**config.mk**
```make
export PLATFORM = sky130hd
export DESIGN_NAME = hazard_scoreboard_ctrl
export DESIGN_NICKNAME = d
export VERILOG_FILES = /design/src/rtl/hazard_pkg.sv /design/src/rtl/wb_scoreboard.sv /design/src/rtl/hazard_scoreboard_ctrl.sv
export SDC_FILE = /design/constraint.sdc
export NUM_CORES = 1
export LEC_CHECK = 0
export CAP_MARGIN = 10
export CORE_MARGIN = 5
export CORE_UTILIZATION = 65
export DETAILED_ROUTE_END_ITERATION = 6
export MAX_ROUTING_LAYER = met4
export PLACE_DENSITY = 0.86
export SETUP_SLACK_MARGIN = 0.15
export SLEW_MARGIN = 20
export SYNTH_ARGS = -nofsm -noshare
export SYNTH_HDL_FRONTEND = slang
export SYNTH_SLANG_ARGS = --single-unit
```
**constraint.sdc**
```tcl
create_clock -name clk -period 9.95 [get_ports clk]
set_clock_uncertainty 0.1 [all_clocks]
set_input_delay 1.4925 -clock clk [delete_from_list [all_inputs] [get_ports clk]]
set_output_delay 1.4925 -clock clk [all_outputs]
set_load 0.01 [all_outputs]
```
**src/rtl/hazard_pkg.sv**
```systemverilog
// rtl/hazard_pkg.sv - shared types and sizing for the hazard scoreboard controller

package hazard_pkg;

   localparam int NUM_REGS  = 32;
   localparam int REG_IDX_W = 5;
   localparam int CNT_W     = 2;

   typedef logic [REG_IDX_W-1:0] reg_idx_t;

   typedef enum logic [0:0] {
      RUN   = 1'b0,
      FLUSH = 1'b1
   } ctrl_state_t;

endpackage

```
**src/rtl/wb_scoreboard.sv**
```systemverilog
// rtl/wb_scoreboard.sv - per-register in-flight write counters with issue/writeback ports

module wb_scoreboard #(
   parameter int NUM_REGS = hazard_pkg::NUM_REGS,
   parameter int CNT_W    = hazard_pkg::CNT_W
) (
   input  logic                 clk_i,
   input  logic                 rst_ni,
   input  logic                 inc_en_i,
   input  hazard_pkg::reg_idx_t inc_idx_i,
   input  logic                 dec_en_i,
   input  hazard_pkg::reg_idx_t dec_idx_i,
   output logic [NUM_REGS-1:0]  busy_o,
   output logic                 err_o
);

   localparam logic [CNT_W-1:0] CNT_MAX = '1;
   localparam logic [CNT_W-1:0] CNT_ONE = CNT_W'(1);

   logic [CNT_W-1:0]    cnt_q [NUM_REGS];
   logic [CNT_W-1:0]    cnt_d [NUM_REGS];
   logic [NUM_REGS-1:0] inc_sel;
   logic [NUM_REGS-1:0] dec_sel;
   logic [NUM_REGS-1:0] ovf;
   logic [NUM_REGS-1:0] unf;

   // one-hot select of the issuing and retiring register; x0 is never tracked
   always_comb begin
      inc_sel = '0;
      dec_sel = '0;
      if (inc_en_i) inc_sel[inc_idx_i] = 1'b1;
      if (dec_en_i) dec_sel[dec_idx_i] = 1'b1;
      inc_sel[0] = 1'b0;
      dec_sel[0] = 1'b0;
   end

   // next count per register; a simultaneous inc and dec on one register cancel out,
   // and a saturating or underflowing update holds the counter and flags an error
   always_comb begin
      for (int i = 0; i < NUM_REGS; i++) begin
         cnt_d[i] = cnt_q[i];
         ovf[i]   = 1'b0;
         unf[i]   = 1'b0;
         if (inc_sel[i] && !dec_sel[i]) begin
            if (cnt_q[i] == CNT_MAX) ovf[i] = 1'b1;
            else                     cnt_d[i] = cnt_q[i] + CNT_ONE;
         end else if (dec_sel[i] && !inc_sel[i]) begin
            if (cnt_q[i] == '0) unf[i] = 1'b1;
            else                unf[i] = 1'b0;
            if (cnt_q[i] != '0) cnt_d[i] = cnt_q[i] - CNT_ONE;
         end
      end
   end

   // busy flags read by the hazard compare, and the single-cycle error pulse
   always_comb begin
      for (int i = 0; i < NUM_REGS; i++) begin
         busy_o[i] = (cnt_q[i] != '0);
      end
      err_o = (|ovf) | (|unf);
   end

   // counter storage; reset discards every in-flight write
   always_ff @(posedge clk_i or negedge rst_ni) begin
      if (!rst_ni) begin
         for (int i = 0; i < NUM_REGS; i++) cnt_q[i] <= '0;
      end else begin
         for (int i = 0; i < NUM_REGS; i++) cnt_q[i] <= cnt_d[i];
      end
   end

endmodule

```
**src/rtl/hazard_scoreboard_ctrl.sv**
```systemverilog
// rtl/hazard_scoreboard_ctrl.sv - RAW stall and redirect flush controller for the 5-stage pipeline

module hazard_scoreboard_ctrl #(
   parameter int NUM_REGS        = hazard_pkg::NUM_REGS,
   parameter int CNT_W           = hazard_pkg::CNT_W,
   parameter int REDIRECT_CYCLES = 1
) (
   input  logic                 clk,
   input  logic                 rst,
   input  logic                 id_valid,
   input  hazard_pkg::reg_idx_t id_rs1,
   input  logic                 id_rs1_used,
   input  hazard_pkg::reg_idx_t id_rs2,
   input  logic                 id_rs2_used,
   input  hazard_pkg::reg_idx_t id_rd,
   input  logic                 id_rd_wren,
   input  hazard_pkg::reg_idx_t wb_rd,
   input  logic                 wb_rd_wren,
   input  logic                 ex_redirect,
   output logic                 issue,
   output logic                 stall_if,
   output logic                 bubble_idex,
   output logic                 flush_ifid,
   output logic                 sb_err
);

   import hazard_pkg::*;

   // number of extra IF/ID flush cycles loaded on every redirect
   localparam logic [1:0] FLUSH_LOAD = 2'(REDIRECT_CYCLES);

   logic [NUM_REGS-1:0] busy;
   logic                sb_pulse;
   logic                rs1_hz;
   logic                rs2_hz;
   logic                hz;
   logic                inc_en;
   logic                dec_en;
   ctrl_state_t         state_q;
   ctrl_state_t         state_d;
   logic [1:0]          fcnt_q;
   logic [1:0]          fcnt_d;
   logic                sb_err_q;
   logic                sb_err_d;

   // RAW check: a source is blocked while any write to it is still in flight;
   // a same-cycle writeback does not unblock because the register file lands next edge
   always_comb begin
      rs1_hz = id_rs1_used && (id_rs1 != '0) && busy[id_rs1];
      rs2_hz = id_rs2_used && (id_rs2 != '0) && busy[id_rs2];
      hz     = id_valid && (rs1_hz || rs2_hz);
   end

   // pipeline control outputs; a redirect kills the wrong-path ID instruction
   always_comb begin
      issue       = 1'b0;
      stall_if    = 1'b0;
      bubble_idex = 1'b1;
      flush_ifid  = 1'b1;
      if (state_q == RUN) begin
         issue       = id_valid && !hz && !ex_redirect;
         stall_if    = hz && !ex_redirect;
         bubble_idex = !(id_valid && !hz && !ex_redirect);
         flush_ifid  = ex_redirect;
      end
   end

   // redirect sequencing: FLUSH holds IF/ID cleared while the IMEM refetch is in flight
   always_comb begin
      state_d = state_q;
      fcnt_d  = fcnt_q;
      case (state_q)
         RUN: begin
            if (ex_redirect && (FLUSH_LOAD != 2'd0)) begin
               state_d = FLUSH;
               fcnt_d  = FLUSH_LOAD;
            end
         end
         FLUSH: begin
            if (ex_redirect) begin
               fcnt_d = FLUSH_LOAD;
            end else if (fcnt_q <= 2'd1) begin
               state_d = RUN;
               fcnt_d  = 2'd0;
            end else begin
               fcnt_d = fcnt_q - 2'd1;
            end
         end
         default: begin
            state_d = RUN;
            fcnt_d  = 2'd0;
         end
      endcase
   end

   // scoreboard update requests from issue and writeback; x0 writes are ignored
   always_comb begin
      inc_en   = issue && id_rd_wren && (id_rd != '0);
      dec_en   = wb_rd_wren && (wb_rd != '0);
      sb_err_d = sb_err_q | sb_pulse;
   end

   // FSM, flush counter and sticky error state
   always_ff @(posedge clk or negedge rst) begin
      if (!rst) begin
         state_q  <= RUN;
         fcnt_q   <= 2'd0;
         sb_err_q <= 1'b0;
      end else begin
         state_q  <= state_d;
         fcnt_q   <= fcnt_d;
         sb_err_q <= sb_err_d;
      end
   end

   assign sb_err = sb_err_q;

   wb_scoreboard #(
      .NUM_REGS (NUM_REGS),
      .CNT_W    (CNT_W)
   ) u_sb (
      .clk_i     (clk),
      .rst_ni    (rst),
      .inc_en_i  (inc_en),
      .inc_idx_i (id_rd),
      .dec_en_i  (dec_en),
      .dec_idx_i (wb_rd),
      .busy_o    (busy),
      .err_o     (sb_pulse)
   );

endmodule
```
==> metrics.md, run 1 <==
| Metric | Value |
|---|---|
| DP HPWL | `14400 µm` |
| Post-synth ARST share | `100%` |
| Hold-fix buffers at CTS | `0` |
| Global routing's busiest layer | `met2` |
| Drt via density | `7.29` |
| Yosys top cell by area | `dfrtp_1` |
| P per Cell Area | `126 nW/µm²` |
| GRT met2 Usage | `57.3%` |
| Max_slew headroom | `30.4%` |
| Port Buffers | `32` |
| Max VDD drop | `0.0964 mV` |
| Routed WL | `19400 µm` |
| Element type at the critical path start | `primary input` |
| Critical Path RT | `8.36 ns` |
| Number of global-route vias before repair | `6026` |
| H-tree levels | `3` |
| Root buf cell | `clkbuf_8` |
| Buf/Inv on CP | `2` |
| Syn avg cell area | `roughly 7.2 µm²` |
| Period utilisation layout | `63.7%` |
| Ys Warns | `0` |
| Pin count of the biggest net entering global routing | `between 60 and 70` |
| Final core utilization | `73.3%` |
| EDFF count, synth | `0` |
| Slew Limit Fails | `0` |
| Hold WC Path Type | `reg2reg` |
| TritonCTS clock tree | `done` |
| RSZ-0062 raised after global routing | `false` |
| #FFs+latches synth | `66` |
| Worst stage delay on the critical path | `about 1.1 ns` |
| Synth Flop Type | `dfrtp_1` |
| DRT iter0 DRCs | `906` |
| Fmax | `~160 MHz` |
| Max Fanout on Critical Path | `29` |
| IO Count | `33` |
| Synth area leaders | `dfrtp_1, nand2_1, nor2_1` |
| Initial Util | `66.6%` |
| CP endpoint kind | `output port` |
| Status | `complete, no violations` |
| Crit path cell chain | `clkdlybuf4s50_1 > nor3_1 > a2111oi_0 > nor4_1 > a41o_2 > o211a_1 > nor2_1 > clkdlybuf4s50_1` |
| Global placement routability congestion | `1.11` |
| TritonCTS Buffers | `9` |
| FP Rows | `33` |
| Fin Setup TNS | `0 ns` |
| Crit path top cell by count | `clkdlybuf4s50_1` |
| Min Tclk post-route | `6.33 ns` |
| Clk sinks | `66` |
| Clk buf depth | `2` |
| Slowest CP cell | `clkdlybuf4s50_1` |
| Die height | `102 µm` |
| Final count of hold timing violations | `0` |
| Pwr Total | `0.753 mW` |
| Worst EP arrival | `4.74 ns` |
| Total core area | `8180 µm²` |
| Lkg Pwr | `between 2 and 2.5 nW` |
| Largest delay share family, worst path | `buffers and inverters` |
| Drt first pass iters | `6` |
| Post-Syn Nets | `788` |
| Share of cells above drive strength 1 | `6.20%` |
| Postcts setup bufs | `0` |
| Met1 Track Usage GR | `52.2%` |
| Total track usage | `approximately 40%` |
| ANT nets after route | `0` |
| Area grow syn2layout | `10.0%` |
| Antenna violations before repair | `1` |
| First-pass GRT wire length | `31200 µm` |
| Yosys top cell area share | `30.3%` |
| Met3 usage | `11.8%` |
| Vias post-DR | `roughly 6400` |
| Synth unique cells | `69` |
| Die area | `10300 µm²` |
| Synth cell count leaders | `nand2_1, nor2_1, dfrtp_1` |
| GRT overflow | `0` |
| Wirelength per Cell | `~22 µm` |
| Post-CTS Resized | `0` |
| Mapped cell area | `roughly 5400 µm²` |
| Hold_ws | `0.417 ns` |
| Max Cap Viol | `0` |
| Clock latency on the worst-skew pair | `0.36 ns` |
| Crit Path Class | `in2out` |
| Reg clk slew, reported paths | `about 0.08 ns` |
| Gate Count Post-Synth | `between 700 and 800` |
| Register area share after synthesis | `approximately 30%` |
| Final #Nets | `797` |
| Worst slew pin tran | `1.04 ns` |
| Remaining DRCs | `0` |
| Width of the die | `102 µm` |
| # setup viols final | `0` |
==> layout make-up <==
class | instances | area, µm²
flip-flops and latches | 66 | 1650
repair buffers | 36 | 345
fillers | 685 | 2180
clock inverters | 6 | 115
inverters | 22 | 82.6
clock buffers | 10 | 128
multi-input cells | 634 | 3530
well taps | 105 | 131
diodes | 1 | 2.50
==> worst paths after layout <==
check / from / to / slack (ns) / cells after the start
hold / removal: fcnt_q[1] / state_q / 0.42 / 1
max in group asynchronous: rst / u_sb.cnt_q[15] / 7.98 / 2
setup / recovery: id_rs1[0] / stall_if / 3.62 / 8
min in group asynchronous: rst / u_sb.cnt_q[49] / 1.22 / 2
hold reg to reg: fcnt_q[1] / state_q / 0.42 / 1
setup reg to reg: u_sb.cnt_q[49] / sb_err / 5.80 / 11
==> cells by family (layout without fill, tap and decap cells) <==
family                 count (synthesis)  after routing  synth area share, %
other                                  0              1                    0
buffers and inverters                 60             74                 4.87
DFF                                   66             66                 30.3
and+or+nand+nor                      404            404                 36.2
AOI/OAI and AO/OA                    227            227                 27.6
muxes                                  3              3                 1.01
==> placed cells by master (no fill, tap or decap), types with 7 or more instances in the layout <==
| cell type | instances |
|---|---|
| nor4_1 | 9 |
| nor3_1 | 42 |
| a31oi_1 | 10 |
| and2_1 | 8 |
| nand2_1 | 97 |
| clkdlybuf4s50_1 | 31 |
| a21oi_1 | 55 |
| nor2b_1 | 8 |
| nand4_1 | 15 |
| or3_1 | 10 |
| a21o_1 | 8 |
| inv_1 | 21 |
| nor2_1 | 97 |
| o211ai_1 | 9 |
| dfrtp_1 | 66 |
| a2111oi_0 | 8 |
| o21ai_0 | 61 |
| nand3_1 | 51 |
| a211oi_1 | 11 |
| clkbuf_8 | 9 |
| nor3b_1 | 7 |
| nand2b_1 | 10 |
| and3_1 | 16 |
| or2_2 | 11 |
==> per-layer routing <==
| layer | wire length, µm | vias up |
|---|---|---|
| met4 | 1120 | 0 |
| met5 | 0 | - |
| met3 | 2710 | 126 |
| met2 | 8250 | 499 |
| li1 | - | 2853 |
| met1 | 7270 | 2941 |
==> worst register-to-register path: cells and delay by family, from the launching register on <==
kind	cells	cell delay (ns)
buf+inv	1	0.22
compound gates	5	1.26
simple gates	5	2.01
flops	1	0.44
==> flip-flops by register name, indices dropped and copies added, names as in the netlist <==
signal and count:
u_sb.cnt_q 62, fcnt_q 2, sb_err 1, state_q 1
==> report_power, final <==
| group | total [mW] | switching, mW | internal (mW) | leakage [nW] |
|---|---|---|---|---|
| clock | 0.287 | 0.119 | 0.167 | 0.117 |
| combinational | 0.136 | 0.0830 | 0.0532 | 1.30 |
| sequential | 0.330 | 0.0422 | 0.288 | 0.865 |
==> through the flow <==
step	instances	instance area, µm²	setup WS (ns)
6_report	880	5990	3.62
5_1_grt	880	5990	3.32
4_1_cts	879	5980	3.66
3_5_place_dp	863	5740	3.68
3_3_place_gp	863	5740	3.81
2_1_floorplan	760	5450	5.18
(Power assumes the default switching activity.)
==> inputs of run 2 (changes only) <==
--- a/config.mk
+++ b/config.mk
@@ -7,10 +7,10 @@
 export LEC_CHECK = 0
 export CAP_MARGIN = 10
 export CORE_MARGIN = 5
-export CORE_UTILIZATION = 65
+export CORE_UTILIZATION = 55
 export DETAILED_ROUTE_END_ITERATION = 6
 export MAX_ROUTING_LAYER = met4
-export PLACE_DENSITY = 0.86
+export PLACE_DENSITY = 0.78
 export SETUP_SLACK_MARGIN = 0.15
 export SLEW_MARGIN = 20
 export SYNTH_ARGS = -nofsm -noshare
==> constraint.sdc (replaced) <==
create_clock -name clk -period 5.7 [get_ports clk]
set_clock_uncertainty 0.1 [all_clocks]
set_input_delay 0.855 -clock clk [delete_from_list [all_inputs] [get_ports clk]]
set_output_delay 0.855 -clock clk [all_outputs]
set_load 0.01 [all_outputs]
==> run 2 against run 1 <==
  * Sequential power rose by 75%
  * Clock power rose by 57%
  * Sequential share of layout area fell by 0.32 points
  * Clock-buffer cell count rose by 2
  * Utilization fell by 11 points
  * Hold slack improved by 0.00067 ns
  * Combinational power rose by 86%
  * Die area rose by 16%
  * Final cell count rose by 4.2%
  * Largest cell class unchanged
  * Flip-flop and latch count did not move
==> metrics.md, run 2 (synthesis results as in run 1) <==
| Metric | Value |
|---|---|
| Die height | `110 µm` |
| Gate power share | `19.8%` |
| Max Cap Viol | `0` |
| Final core utilization | `62.3%` |
| Clk sinks | `between 60 and 70` |
| Total core area | `9730 µm²` |
| Crit Path Class | `in2out` |
| Hold Crit Depth | `1` |
| Max_slew headroom | `33.1%` |
| Reg clk slew, reported paths | `0.08 ns` |
| Width of the die | `110 µm` |
| Routed WL | `~21000 µm` |
| Crit path top cell by count | `clkdlybuf4s50_1` |
| Clock power frac | `between 30% and 40%` |
| Fill count | `922` |
| Switching Share | `33.8%` |
| Clk buf depth | `2` |
| Worst EP arrival | `3.91 ns` |
| TritonCTS Buffers | `9` |
| DRT iter0 DRCs | `1011` |
| Non-Filler Instances | `917` |
| Clock latency on the worst-skew pair | `0.38 ns` |
| GRT overflow | `0` |
| Port Buffers | `32` |
| Total track usage | `37.3%` |
| Reg2reg start | `u_sb.cnt_q[39]` |
| Worst hold endpoint | `state_q` |
| CP endpoint kind | `output port` |
| Antenna violations before repair | `0` |
| Drt via density | `about 7.1` |
| P per Cell Area | `211 nW/µm²` |
| Global placement routability congestion | `between 1 and 1.5` |
| Largest registers | `u_sb.cnt_q: 62 flops, fcnt_q: 2 flops` |
| Largest Register | `u_sb.cnt_q` |
| Status | `complete, no violations` |
| Largest register FFs | `62` |
| Postcts setup bufs | `0` |
| Lkg Pwr | `2.32 nW` |
| Drt first pass iters | `7` |
| RSZ-0062 raised after global routing | `false` |
| Min Tclk post-route | `slightly below 5 ns` |
| Worst slew pin tran | `about 1 ns` |
| Element type at the critical path start | `primary input` |
| Hold-fix buffers at CTS | `0` |
| Sequential power share | `around 45%` |
| Post-CTS Resized | `0` |
| Critical Path RT | `4.74 ns` |
| TritonCTS clock tree | `done` |
| Crit path cell chain | `clkdlybuf4s50_1 > inv_2 > mux4_2 > or3_1 > o211a_1 > o211ai_2 > nor2_1 > inv_1 > clkdlybuf4s50_1` |
| Initial Util | `56.0%` |
| Net Sw Power | `around 0.43 mW` |
| Ant. Diodes | `0` |
| Inst Count DP | `~900` |
| Fmax | `just over 200 MHz` |
| H-tree levels | `3` |
| Beginning of the worst hold path | `fcnt_q[1]` |
| Hold WC Path Type | `reg2reg` |
| DP HPWL | `about 16000 µm` |
| Wirelength per Cell | `22.7 µm` |
| Slowest CP cell | `o211ai_2` |
| FP Rows | `36` |
| Period utilisation layout | `85.3%` |
| Reg2Reg Setup Slack | `1.60 ns` |
| ANT nets after route | `0` |
| Vias post-DR | `6465` |
| Share of cells above drive strength 1 | `7.02%` |
| Root buf cell | `clkbuf_8` |
| Final #Nets | `a little over 800` |
| Max Fanout on Critical Path | `9` |
| Area grow syn2layout | `11.3%` |
| Die area | `between 10000 and 15000 µm²` |
| Fin Setup TNS | `0 ns` |
| Final count of hold timing violations | `0` |
| # setup viols final | `0` |
| Max VDD drop | `about 0.18 mV` |
| Remaining DRCs | `0` |
| Pin count of the biggest net entering global routing | `67` |
| Number of global-route vias before repair | `5859` |
| Placed Area | `a little under 6000 µm²` |
| Worst stage delay on the critical path | `0.56 ns` |
| Slew Limit Fails | `0` |
| Reg2reg end | `sb_err` |
| Cell area after layout | `6060 µm²` |
| Commonest cells after routing, fill and taps aside | `nor2_1, nand2_1, dfrtp_1` |
| FF-to-FF path depth | `10` |
| Internal power | `0.848 mW` |
| First-pass GRT wire length | `32500 µm` |
| IO Count | `33` |
-- run 2: how the worst max path moves through the flow --
stage,startpoint,to,slack [ns],depth (start not counted)
floorplan,id_rs1[0],sb_err,1.77,13
finish,id_rs1[3],bubble_idex,0.84,9
detailed placement,id_rs2[0],sb_err,0.64,11
CTS,id_rs1[3],bubble_idex,0.90,9
global placement,id_rs2[0],sb_err,0.68,11
global route,id_rs1[3],bubble_idex,0.70,9
-- run 2: power groups by stage --
stage	Combinational (mW)	Clock, mW	Sequential, mW
after detailed placement	0.243	0	0.581
after global placement	0.236	0	0.578
final	0.253	0.452	0.576
after global routing	0.273	0.479	0.580
after floorplan	0.177	0	0.541
after CTS	0.245	0.452	0.572
-- run 2: critical path, delay by kind of cell --
family | cells | cell delay (ns)
muxes | 1 | 0.50
buffers and inverters | 4 | 1.33
and+or+nand+nor | 2 | 0.47
AOI/OAI and AO/OA | 2 | 0.74
-- run 2: metal layers --
metal / routed length (µm) / up-vias / part of all wire (%) / GRT usage, %
met2: 9010 / 479 / 43 / 54.3
met5: 0 / - / 0 / -
li1: - / 2877 / - / -
met3: 2580 / 99 / 12 / 9.75
met1: 8080 / 3010 / 39 / 48.0
met4: 1180 / 0 / 5.6 / 18.7
-- run 2: final cells by class --
type,instances,area (µm²),area share [%]
multi-input combinational,634,3530,58.2
sequential,66,1650,27.3
timing repair buffer,46,420,6.94
tap,133,166,2.75
clock buffer,12,135,2.23
inverter,22,82.6,1.36
clock inverter,4,76.3,1.26
-- run 2: stage by stage --
stage	hold slack [ns]	setup WS (ns)	total power, mW
4_1_cts	0.422	0.900	1.27
3_3_place_gp	0.378	0.678	0.814
6_report	0.418	0.839	1.28
3_5_place_dp	0.404	0.639	0.824
5_1_grt	0.455	0.696	1.33
2_1_floorplan	0.367	1.77	0.718
==> inputs of run 3 (changes only) <==
--- a/config.mk
+++ b/config.mk
@@ -7,10 +7,11 @@
 export LEC_CHECK = 0
 export CAP_MARGIN = 10
 export CORE_MARGIN = 5
-export CORE_UTILIZATION = 55
+export CORE_UTILIZATION = 56
+export CTS_BUF_LIST = sky130_fd_sc_hd__clkbuf_8
 export DETAILED_ROUTE_END_ITERATION = 6
 export MAX_ROUTING_LAYER = met4
-export PLACE_DENSITY = 0.78
+export PLACE_DENSITY = 0.79
 export SETUP_SLACK_MARGIN = 0.15
 export SLEW_MARGIN = 20
 export SYNTH_ARGS = -nofsm -noshare
==> run 3 against run 2 <==
  * The flow now finishes with violations (design-rule violations)
  * Critical path depth stayed put
  * Hold slack worse by 0.0031 ns
  * Final cell count is 0.11% lower
  * Sequential power hardly changed
  * Sequential share of layout area is 0.23 points higher
  * First-iteration DRC count is 6.3% lower
==> metrics.md, run 3 (synthesis results as in run 1) <==
| Metric | Value |
|---|---|
| Critical Path RT | `4.74 ns` |
| Postcts setup bufs | `0` |
| Clock latency on the worst-skew pair | `0.39 ns` |
| Pin count of the biggest net entering global routing | `67` |
| ANT nets after route | `0` |
| TritonCTS Buffers | `9` |
| Period utilisation layout | `85.2%` |
| Max Cap Viol | `0` |
| Status | `finished with violations` |
| First-pass GRT wire length | `32100 µm` |
| Post-CTS Resized | `0` |
| Final #Nets | `around 800` |
| Largest registers | `u_sb.cnt_q: 62 flops, fcnt_q: 2 flops` |
| Die area | `11800 µm²` |
| Share of cells above drive strength 1 | `7.16%` |
| Max VDD drop | `about 0.18 mV` |
| Port Buffers | `32` |
| DRT iter0 DRCs | `947` |
| Crit path top cell by count | `clkdlybuf4s50_1` |
| Remaining DRCs | `1` |
| Min Tclk post-route | `4.86 ns` |
| Met1 Track Usage GR | `47.6%` |
| Global routing's busiest layer | `met2` |
| TritonCTS clock tree | `done` |
| Vias post-DR | `~6300` |
| Lkg Pwr | `about 2.3 nW` |
| Drt via density | `6.93` |
| Antenna violations before repair | `1` |
| FP Rows | `36` |
| Width of the die | `109 µm` |
| Met3 usage | `about an eighth` |
| Clk buf depth | `2` |
| Element type at the critical path start | `primary input` |
| Largest register FFs | `62` |
| Area grow syn2layout | `10.4%` |
| CP endpoint kind | `output port` |
| Crit path cell chain | `clkdlybuf4s50_1 > mux4_2 > or2_2 > a31o_2 > o211ai_2 > buf_4 > nor2_1 > inv_1 > clkdlybuf4s50_1` |
| Fmax | `206 MHz` |
| Total track usage | `37.7%` |
| Global placement routability congestion | `1.04` |
| Worst stage delay on the critical path | `between 0.8 and 0.9 ns` |
| Die height | `109 µm` |
| Slowest CP cell | `clkdlybuf4s50_1` |
| GRT met2 Usage | `55.1%` |
| Largest Register | `u_sb.cnt_q` |
| Drt first pass iters | `7` |
| Worst slew pin tran | `1.19 ns` |
| IO Count | `33` |
| RSZ-0062 raised after global routing | `false` |
| Largest delay share family, worst path | `buffers and inverters` |
| H-tree levels | `3` |
| Max_slew headroom | `20.0%` |
| Slew Limit Fails | `0` |
| Root buf cell | `clkbuf_8` |
| Pwr Total | `around 1.2 mW` |
| Clk sinks | `66` |
| Wirelength per Cell | `between 20 and 25 µm` |
| Final count of hold timing violations | `0` |
| Hold WC Path Type | `reg2reg` |
| Fin Setup TNS | `0 ns` |
| Max Fanout on Critical Path | `14` |
| Initial Util | `56.5%` |
| # setup viols final | `0` |
| Violated checks | `design-rule violations` |
| Total core area | `9640 µm²` |
| Routed WL | `21000 µm` |
| P per Cell Area | `197 nW/µm²` |
| GRT overflow | `0` |
| Hold-fix buffers at CTS | `0` |
| Buf/Inv on CP | `4` |
| Worst EP arrival | `3.90 ns` |
| Crit Path Class | `in2out` |
| Commonest cells after routing, fill and taps aside | `nor2_1, nand2_1, dfrtp_1` |
| Number of global-route vias before repair | `between 5000 and 6000` |
| DP HPWL | `15900 µm` |
| Reg clk slew, reported paths | `~0.07 ns` |
-- run 3: final timing paths --
path | cells after the start | from | slack (ns) | endpoint
min in group asynchronous | 2 | rst | 0.55 | u_sb.cnt_q[27]
setup reg to reg | 10 | u_sb.cnt_q[10] | 1.65 | sb_err
hold reg to reg | 1 | fcnt_q[1] | 0.41 | state_q
setup / recovery | 9 | id_rs2[2] | 0.84 | bubble_idex
max in group asynchronous | 2 | rst | 4.33 | u_sb.cnt_q[29]
hold / removal | 1 | fcnt_q[1] | 0.41 | state_q
-- run 3: area by class of cell --
class	count	area [µm²]
tap	133	166
clock inverter	6	36.3
multi-input combinational	634	3530
antenna	1	2.50
inverter	22	82.6
sequential	66	1650
timing repair buffer	45	413
clock buffer	9	124
fill	911	3630
-- run 3: layer usage --
metal | vias to the layer above | part of all wire [%]
met2 | 433 | 43
met5 | - | 0
met4 | 0 | 5.0
li1 | 2876 | -
met1 | 2943 | 39
met3 | 95 | 13
-- run 3: stage by stage --
stage                     hold WS, ns  setup WS, ns  std cells  util, %  instance area, µm²
final                           0.415         0.842        916     62.3                6010
after global routing            0.446         0.700        916     62.3                6010
after CTS                       0.417         0.883        915     62.3                6010
after detailed placement        0.401         0.569        900     60.7                5850
after global placement          0.375         0.678        900     60.7                5850
after floorplan                 0.367          1.77        760        -                5450
-- run 3: power breakdown --
| group | switching (mW) | internal (mW) | total, mW |
|---|---|---|---|
| logic | 0.152 | 0.0968 | 0.249 |
| registers | 0.0738 | 0.503 | 0.577 |
| clock network | 0.204 | 0.152 | 0.356 |
| total | 0.430 | 0.751 | 1.18 |
